### src/rtl/alu181_seq.sv
// alu181_seq: WIDTH-bit 74181-style ALU evaluated as a chain of 4-bit slices, PAR slices per clock
//
// Ports
//   wb_clk_i, wb_rst_i        clock, asynchronous active-high reset
//   in_valid / in_ready       request handshake; in_ready is high only in IDLE
//   a, b, s, m, cn_n          operands, function select, logic/arith mode, active-low carry-in
//   acc_en, acc_clr           use/update the accumulator as operand A; clear the accumulator
//   out_valid / out_ready     result handshake; result held until out_ready
//   f, cout_n, aeqb, acc      result, active-low carry-out, all-ones flag, accumulator
//
// Timing: the accept edge moves to RUN, which lasts NSL/PAR cycles; the last RUN edge
// commits f/cout_n/aeqb/acc and enters DONE, so out_valid is up on the NSL/PAR+1-th edge
// counting the accept edge.
module alu181_seq #(
    parameter int WIDTH = 8,
    parameter int PAR   = 1
) (
    input  logic             wb_clk_i,
    input  logic             wb_rst_i,
    input  logic             in_valid,
    output logic             in_ready,
    input  logic [WIDTH-1:0] a,
    input  logic [WIDTH-1:0] b,
    input  logic [3:0]       s,
    input  logic             m,
    input  logic             cn_n,
    input  logic             acc_en,
    input  logic             acc_clr,
    output logic             out_valid,
    input  logic             out_ready,
    output logic [WIDTH-1:0] f,
    output logic             cout_n,
    output logic             aeqb,
    output logic [WIDTH-1:0] acc
);
    localparam int NSL = WIDTH / 4;
    localparam int KW  = $clog2(NSL + 1);
    localparam int IW  = $clog2(WIDTH);
    localparam logic [KW-1:0] K_STEP = KW'(PAR);
    localparam logic [KW-1:0] K_LAST = KW'(NSL - PAR);

    typedef enum logic [1:0] {IDLE, RUN, DONE} state_t;

    state_t           state_q, state_d;
    logic [WIDTH-1:0] a_q, a_d, b_q, b_d, f_q, f_d, acc_q, acc_d, f_run;
    logic [3:0]       s_q, s_d;
    logic             m_q, m_d, acc_en_q, acc_en_d, c_q, c_d;
    logic             cout_n_q, cout_n_d, aeqb_q, aeqb_d, carry;
    logic [KW-1:0]    k_q, k_d;
    logic [IW-1:0]    idx;
    logic [4:0]       r;

    // One 74181 slice: {carry_out, F}. Logic mode produces no carry.
    function automatic logic [4:0] slice181(input logic [3:0] av, input logic [3:0] bv,
                                            input logic [3:0] sv, input logic mv, input logic cv);
        logic [3:0] x, y;
        x = av | ((bv & {4{sv[0]}}) | (~bv & {4{sv[1]}}));
        y = av & ((bv & {4{sv[3]}}) | (~bv & {4{sv[2]}}));
        return mv ? {1'b0, ~(x ^ y)} : ({1'b0, x} + {1'b0, y} + {4'b0, cv});
    endfunction

    assign in_ready  = (state_q == IDLE);
    assign out_valid = (state_q == DONE);
    assign f         = f_q;
    assign cout_n    = cout_n_q;
    assign aeqb      = aeqb_q;
    assign acc       = acc_q;

    always_comb begin
        state_d  = state_q;
        a_d      = a_q;
        b_d      = b_q;
        s_d      = s_q;
        m_d      = m_q;
        acc_en_d = acc_en_q;
        c_d      = c_q;
        k_d      = k_q;
        f_d      = f_q;
        cout_n_d = cout_n_q;
        aeqb_d   = aeqb_q;
        acc_d    = acc_q;
        carry    = c_q;
        f_run    = f_q;
        r        = '0;
        idx      = '0;
        // Ripple through the PAR slices starting at slice k.
        for (int i = 0; i < PAR; i++) begin
            idx = IW'(4 * (int'(k_q) + i));
            r = slice181(a_q[idx +: 4], b_q[idx +: 4], s_q, m_q, carry);
            f_run[idx +: 4] = r[3:0];
            carry = r[4];
        end
        case (state_q)
            IDLE: if (in_valid) begin
                a_d      = acc_en ? acc_q : a;
                b_d      = b;
                s_d      = s;
                m_d      = m;
                acc_en_d = acc_en;
                c_d      = ~cn_n;
                k_d      = '0;
                f_d      = '0;
                state_d  = RUN;
            end
            RUN: begin
                f_d = f_run;
                c_d = carry;
                k_d = k_q + K_STEP;
                if (k_q == K_LAST) begin
                    cout_n_d = m_q | ~carry;
                    aeqb_d   = &f_run;
                    acc_d    = acc_en_q ? f_run : acc_q;
                    state_d  = DONE;
                end
            end
            DONE: if (out_ready) state_d = IDLE;
            default: state_d = IDLE;
        endcase
        // Clear wins over a result write on the same edge.
        if (acc_clr) acc_d = '0;
    end

    always_ff @(posedge wb_clk_i or posedge wb_rst_i) begin
        if (wb_rst_i) begin
            state_q  <= IDLE;
            a_q      <= '0;
            b_q      <= '0;
            s_q      <= '0;
            m_q      <= 1'b0;
            acc_en_q <= 1'b0;
            c_q      <= 1'b0;
            k_q      <= '0;
            f_q      <= '0;
            cout_n_q <= 1'b1;
            aeqb_q   <= 1'b0;
            acc_q    <= '0;
        end else begin
            state_q  <= state_d;
            a_q      <= a_d;
            b_q      <= b_d;
            s_q      <= s_d;
            m_q      <= m_d;
            acc_en_q <= acc_en_d;
            c_q      <= c_d;
            k_q      <= k_d;
            f_q      <= f_d;
            cout_n_q <= cout_n_d;
            aeqb_q   <= aeqb_d;
            acc_q    <= acc_d;
        end
    end
endmodule

### config.mk
export PLATFORM = sky130hd
export DESIGN_NAME = alu181_seq
export DESIGN_NICKNAME = d
export VERILOG_FILES = /design/src/rtl/alu181_seq.sv
export SDC_FILE = /design/constraint.sdc
export NUM_CORES = 1
export LEC_CHECK = 0
export CORE_MARGIN = 2
export CORE_UTILIZATION = 33
export DETAILED_ROUTE_END_ITERATION = 16
export MAX_ROUTING_LAYER = met4
export SLEW_MARGIN = 20
export SYNTH_ARGS = -nofsm -noshare
export SYNTH_HDL_FRONTEND = slang
export SYNTH_SLANG_ARGS = --single-unit
### constraint.sdc
create_clock -name wb_clk_i -period 5.5 [get_ports wb_clk_i]
set_clock_uncertainty 0.05 [all_clocks]
set_input_delay 0.825 -clock wb_clk_i [delete_from_list [all_inputs] [get_ports wb_clk_i]]
set_output_delay 0.825 -clock wb_clk_i [all_outputs]
set_load 0.03 [all_outputs]
## Yosys cells after proc, flatten, opt, wreduce, memory -nomap -nowiden

Cells that the tools add are included.

| storage, ports and cells | value |
|---|---|
| flip-flop bits (word level) | 45 |
| input bits | 28 |
| output and inout bits | 20 |
| logic and storage cells | 68 |

| cells by class | value |
|---|---|
| add/sub/neg operators | 4 |
| equal/unequal tests | 6 |
| shift-type cells | 4 |
| mux-type cells | 17 |
| bitwise gates (word level) | 14 |
| reductions and logical operators | 11 |

Operator list:

| cell | count |
|---|---|
| $mux 8 | 6 |
| $and 4x4->4 | 5 |
| $pmux 8 s2 | 1 |
| $shiftx 8x4->4 | 2 |
| $or 4x4->4 | 3 |
| $bwmux 8 | 1 |
| $mux 2 | 4 |
| $not 4->4 | 2 |
| $reduce_and 8->1 | 1 |
| $reduce_bool 2->1 | 4 |
| $shift 4x5->8 const A | 1 |
| $shiftx 4x5->8 | 1 |
| $pmux 2 s3 | 1 |
| $reduce_and 2->1 | 3 |
| $reduce_and 3->1 | 2 |
| $add 4x4->5 | 1 |
| $add 5x1->5 | 1 |
| $mux 5 | 1 |
| $neg 3->5 | 1 |
| $eq 2x1->1 const B | 2 |
| $ne 2x2->1 const B | 2 |
| $pmux 2 s2 | 1 |
| $xor 4x4->4 | 1 |
| $add 2x1->2 const B | 1 |
| 7 further kinds | 8 |

## Logic depth before layout (Yosys ltp)

| logic depth | value |
|---|---|
| depth in word-level cells | 14 |
| gate-level depth with buffers | 11 |
| mapped depth without buffers | 10 |

## Worst setup path before layout

Ideal clock, no wire load.

| timing | value |
|---|---|
| path kind | register to register |
| start point | register k_q[0] |
| end point | register acc_q[2], in the netlist acc[2] |
| library setup time | 122 ps |
| arrival time | 2657 ps |
| required time | 5328 ps |
| path slack | 2671 ps |
| stages on the path, launching flop included | 12 |
| path buffers | 1 |
| clock period less this slack | 2829 ps |
| cell sequence | dfrtp_1 > buf_6 > mux2i_1 > mux2_2 > mux2_2 > ha_1 > o21bai_1 > ha_1 > a2111oi_0 > a221o_1 > nand2b_1 > a32o_1 |

| on the way | value |
|---|---|
| word-level cells in the longest chain between the ends | 14 |
| elaborated cells on any way between the ends | 27 |
| those cells by class | add/sub: 3; eq/ne: 1; shift: 4; mux: 6; bitwise: 11; reduce/logical: 2 |

RTL lines:

| element | RTL line | RTL |
|---|---|---|
| start: declaration | 49 | `logic [KW-1:0] k_q, k_d;` |
| start signal: assignment | 145 | `k_q <= k_d;` |
| $shiftx 8x4->4 | 89 | `r = slice181(a_q[idx +: 4], b_q[idx +: 4], s_q, m_q, carry);` |
| $not 4->4 | 57, 58 |  |
| $and 4x4->4, on equally long branches | 57, 58 |  |
| $or 4x4->4, on equally long branches | 57, 58 |  |
| $or 4x4->4 or $and 4x4->4 (tied branches) | 57, 58 |  |
| $add 4x4->5 or $xor 4x4->4 (tied branches) | 59 | `return mv ? {1'b0, ~(x ^ y)} : ({1'b0, x} + {1'b0, y} + {4'b0, cv});` |
| $add 5x1->5 or $not 4->4 (tied branches) | 59 |  |
| $mux 5 | 59 |  |
| $shiftx 4x5->8 | 90 | `f_run[idx +: 4] = r[3:0];` |
| $bwmux 8 | 90 |  |
| $mux 8 | 112 | `acc_d = acc_en_q ? f_run : acc_q;` |
| $mux 8 | 109 | `if (k_q == K_LAST) begin` |
| $mux 8 | 93 | `case (state_q)` |
| $mux 8 | 120 | `if (acc_clr) acc_d = '0;` |
| end signal: assignment | 136 | `acc_q <= '0;` |
| end signal: assignment | 149 | `acc_q <= acc_d;` |
| end: declaration | 45 | `logic [WIDTH-1:0] a_q, a_d, b_q, b_d, f_q, f_d, acc_q, acc_d, f_run;` |

Several ways; a longest one is shown, not always the timed one. The select of a mux whose other input is x is not followed.
A chain may end at the register's enable or synchronous reset.

## Worst setup path after layout

| timing | value |
|---|---|
| start point | register k_q[0] |
| end point | register f_q[7], in the netlist f[7] |

| on the way | value |
|---|---|
| word-level cells in the longest chain between the ends | 11 |
| elaborated cells on any way between the ends | 21 |
| those cells by class | add/sub: 3; shift: 4; mux: 3; bitwise: 11 |

RTL lines:

| element | RTL line | RTL |
|---|---|---|
| $shiftx 8x4->4 | 89 |  |
| $not 4->4 | 57, 58 |  |
| $and 4x4->4, on equally long branches | 57, 58 |  |
| $or 4x4->4, on equally long branches | 57, 58 |  |
| $or 4x4->4 or $and 4x4->4 (tied branches) | 57, 58 |  |
| $add 4x4->5 or $xor 4x4->4 (tied branches) | 59 |  |
| $add 5x1->5 or $not 4->4 (tied branches) | 59 |  |
| $mux 5 | 59 |  |
| $shiftx 4x5->8 | 90 |  |
| $bwmux 8 * | 90 |  |
| $pmux 8 s2 * | 93 |  |
| end signal: assignment | 133 | `f_q <= '0;` |
| end signal: assignment | 146 | `f_q <= f_d;` |
| end: declaration | 45 |  |

Mark *: on every way between the ends. The rest lies on a longest branch, timed or not.

==> flow_summary_export.csv <==
group,metric,value,unit
route,via_count,1796,
route,wl_per_cell,15.0,um
sta,tightest_slew,0.678,ns
yosys,syn_area_per_cell,10.9,um^2
sta,period_share,0.538,
power_and_ir_drop,power.density,639,nW/um^2
yosys,synthArstFlopShare,1.00,
cts,cts_buffers,5,
sta,fin_crit,2.96,ns
die,row_count,30,
cts,post_cts_buffers,0,
die,die_w,87.6,um
cts,worstSkewPairLatency,0.30,ns
run,drv_cap,0,
die,core_area,6790,um^2
sta,finalHoldViolCount,0,
sta,hold_ws,0.439,ns
yosys,synth-seq-cells,45,
route,top_layer_used,"met4",
placed_design,port_buffers,47,
yosys,syn_area,2310,um^2
yosys,ys.flop_type,"dfrtp_1",
yosys,ys_types,35,
cts,cts_tree,"built",
sta,maxSlewHeadroom,0.546,
power_and_ir_drop,p_leak,1.25,nW
sta,rsz0062_at_grt,"false",
cts,cts.sinks,45,
placed_design,dp_hpwl,3920,um
placed_design,placed_cells,347,
route,drt-total-wl,5340,um
cts,cts_buffer_depth,2,
global_route,grt_use_total,0.154,
global_route,antenna_found_initial,0,
critical_path,worstPathArrival,3.05,ns
sta,max_freq,338,MHz
yosys,synth-seq-area-share,0.489,
global_route,grt_pass1_wl,8890,um
route,drc,0,
route,drt-met1-wl,2640,um
critical_path,path_max_fanout,25,
die,start_util,0.339,
global_route,grt_pass1_vias,1766,
cells_and_area,drive_above_1_share,0.112,
die,die_y,87.6,um
critical_path,crit_path_end_kind,"flip-flop",
route,first_iter_violations,191,
cts,ctsHoldBuffers,0,
die,dieArea,7670,um^2
route,antenna_left,0,
hold_path,hold_path.class,"reg2reg",
route,viasPerCell,5.06,
cells_and_area,nets,290,
route,wl_met3,249,um
cts,cts_max_level,2,
route,dr.pass1.iters,4,
critical_path,crit_path_start,"k_q[0]",
cells_and_area,diodes,0,
global_route,grt_max_degree,46,
cells_and_area,num-fill-cells,662,
global_route,overflow,0,
cells_and_area,instances_no_fill,355,
critical_path,startpoint_type,"flip-flop",
cts,root_buffer,"clkbuf_8",
hold_path,holdCritStartpoint,"k_q[1]",
power_and_ir_drop,ir_worst_vdd,254,uV
placed_design,gp_congestion,0.819,
cts,clkTransAtPathRegs,0.08,ns
critical_path,worstSetupPathType,"reg2reg",
sta,tns,0,ns
yosys,syn_nets,244,
critical_path,crit_required,5.59,ns
sta,setup_viol,0,
yosys,ys_warn_count,0,
sta,finalMaxSlewViolations,0,
yosys,synthCells,212,
die,ios,48,
critical_path,regToRegStartpoint,"k_q[0]",
cts,ctsResizeCount,0,
cells_and_area,syn_to_final_growth,27.8,%
yosys,synth_edf_count,0,
route,wl_met2,2380,um
outcome,status,"finished clean",
cells_and_area,final_core_util,0.434,
## per-stage QoR
stage	power (W)	cell area [um^2]	setup slack [ns]
after floorplan	0.00138	2310	2.67
after global placement	0.00168	2870	2.63
after detailed placement	0.00169	2870	2.56
after CTS	0.00190	2950	2.55
after global routing	0.00205	2950	2.22
final	0.00188	2950	2.54
## critical path, stage by stage (launching register included)
cell	delay (ns)
dfrtp_1	0.36
buf_4	0.32
mux2i_1	0.33
mux2_2	0.38
nor2b_1	0.13
ha_1	0.32
a311o_1	0.27
a31oi_1	0.17
xnor2_1	0.29
o21ai_0	0.19
## layout by cell type, fill, tap and decap left out, drive strengths merged
master | netlist | layout
clkdlybuf4s50 | 0 | 47
dfrtp | 44 | 44
mux2i | 27 | 27
mux2 | 20 | 20
nor2 | 16 | 16
nand2 | 16 | 16
a21oi | 14 | 14
o21ai | 14 | 14
clkbuf | 6 | 8
nor2b | 5 | 5
nand2b | 4 | 4
inv | 5 | 4
a22oi | 4 | 4
ha | 4 | 4
o31ai | 3 | 3
a32o | 3 | 3
a22o | 3 | 3
buf | 5 | 3
and2 | 2 | 2
a21o | 2 | 2
a31oi | 2 | 2
nand4 | 2 | 2
o21bai | 1 | 1
a311o | 1 | 1
xnor2 | 1 | 1
a2111oi | 1 | 1
a221o | 1 | 1
nand3 | 1 | 1
a32oi | 1 | 1
nor3b | 1 | 1
clkinv | 0 | 1
nand4b | 1 | 1
o22ai | 1 | 1
dfstp | 1 | 1
## final timing paths
check,end,slack [ns],cells after the start
worst max-delay path,f[7],2.54,9
min in group asynchronous,b_q[4],0.92,3
worst max register to register,f[7],2.54,9
max in group asynchronous,f[7],4.10,3
worst min register to register,k_q[1],0.44,2
worst min-delay path,k_q[1],0.44,2
## where the power goes
group	switching [W]	internal [W]	total (W)	leakage, nW
clock network	0.000104	0.0000904	0.000194	0.0395
registers	0.000129	0.000477	0.000607	0.557
logic	0.000605	0.000479	0.00108	0.657
## Yosys cell counts, drive strengths merged (3+ instances only)
library cell | instances | share of area
ha | 4 | 0.022
nand2 | 16 | 0.026
a22o | 3 | 0.011
a22oi | 4 | 0.013
nor2 | 16 | 0.026
nand2b | 4 | 0.011
inv | 5 | 0.0081
buf | 5 | 0.012
o31ai | 3 | 0.0098
o21ai | 14 | 0.030
nor2b | 5 | 0.014
clkbuf | 6 | 0.0098
a21oi | 14 | 0.030
dfrtp | 44 | 0.48
mux2i | 27 | 0.12
a32o | 3 | 0.013
mux2 | 20 | 0.099
## cell type report
class | instances | area, um^2 | share of cell area
clock buffers | 8 | 80.1 | 0.0272
flip-flops and latches | 45 | 1130 | 0.382
well taps | 96 | 120 | 0.0407
multi-input cells | 151 | 1110 | 0.376
repair buffers | 50 | 493 | 0.167
inverters | 5 | 18.8 | 0.00637
## kinds of logic (layout without fill, tap and decap cells)
family                   Yosys count  in the layout  share of synthesized area
AO/OA/AOI/OAI                     51             51                      0.142
AND/OR/NAND/NOR                   48             48                     0.0966
multiplexers                      47             47                      0.216
flip-flops                        45             45                      0.489
buffers and inverters             16             63                     0.0304
adder cells (fa/ha/maj)            4              4                     0.0217
XOR/XNOR                           1              1                    0.00380
## registers in the layout, indices dropped and copies added, names as in the netlist
register  cells
s_q           4
k_q           2
c_q           1
acc_en_q      1
f             8
a_q           8
acc           8
state_q       2
m_q           1
b_q           8
cout_n        1
aeqb          1
## per-layer routing
| metal | global-route usage | vias to the layer above |
|---|---|---|
| met4 | 0.0476 | 0 |
| met2 | 0.220 | 54 |
| met5 | - | - |
| met1 | 0.222 | 876 |
| li1 | - | 859 |
| met3 | 0.0292 | 7 |
Note: power is estimated with default switching activity, not from simulation.
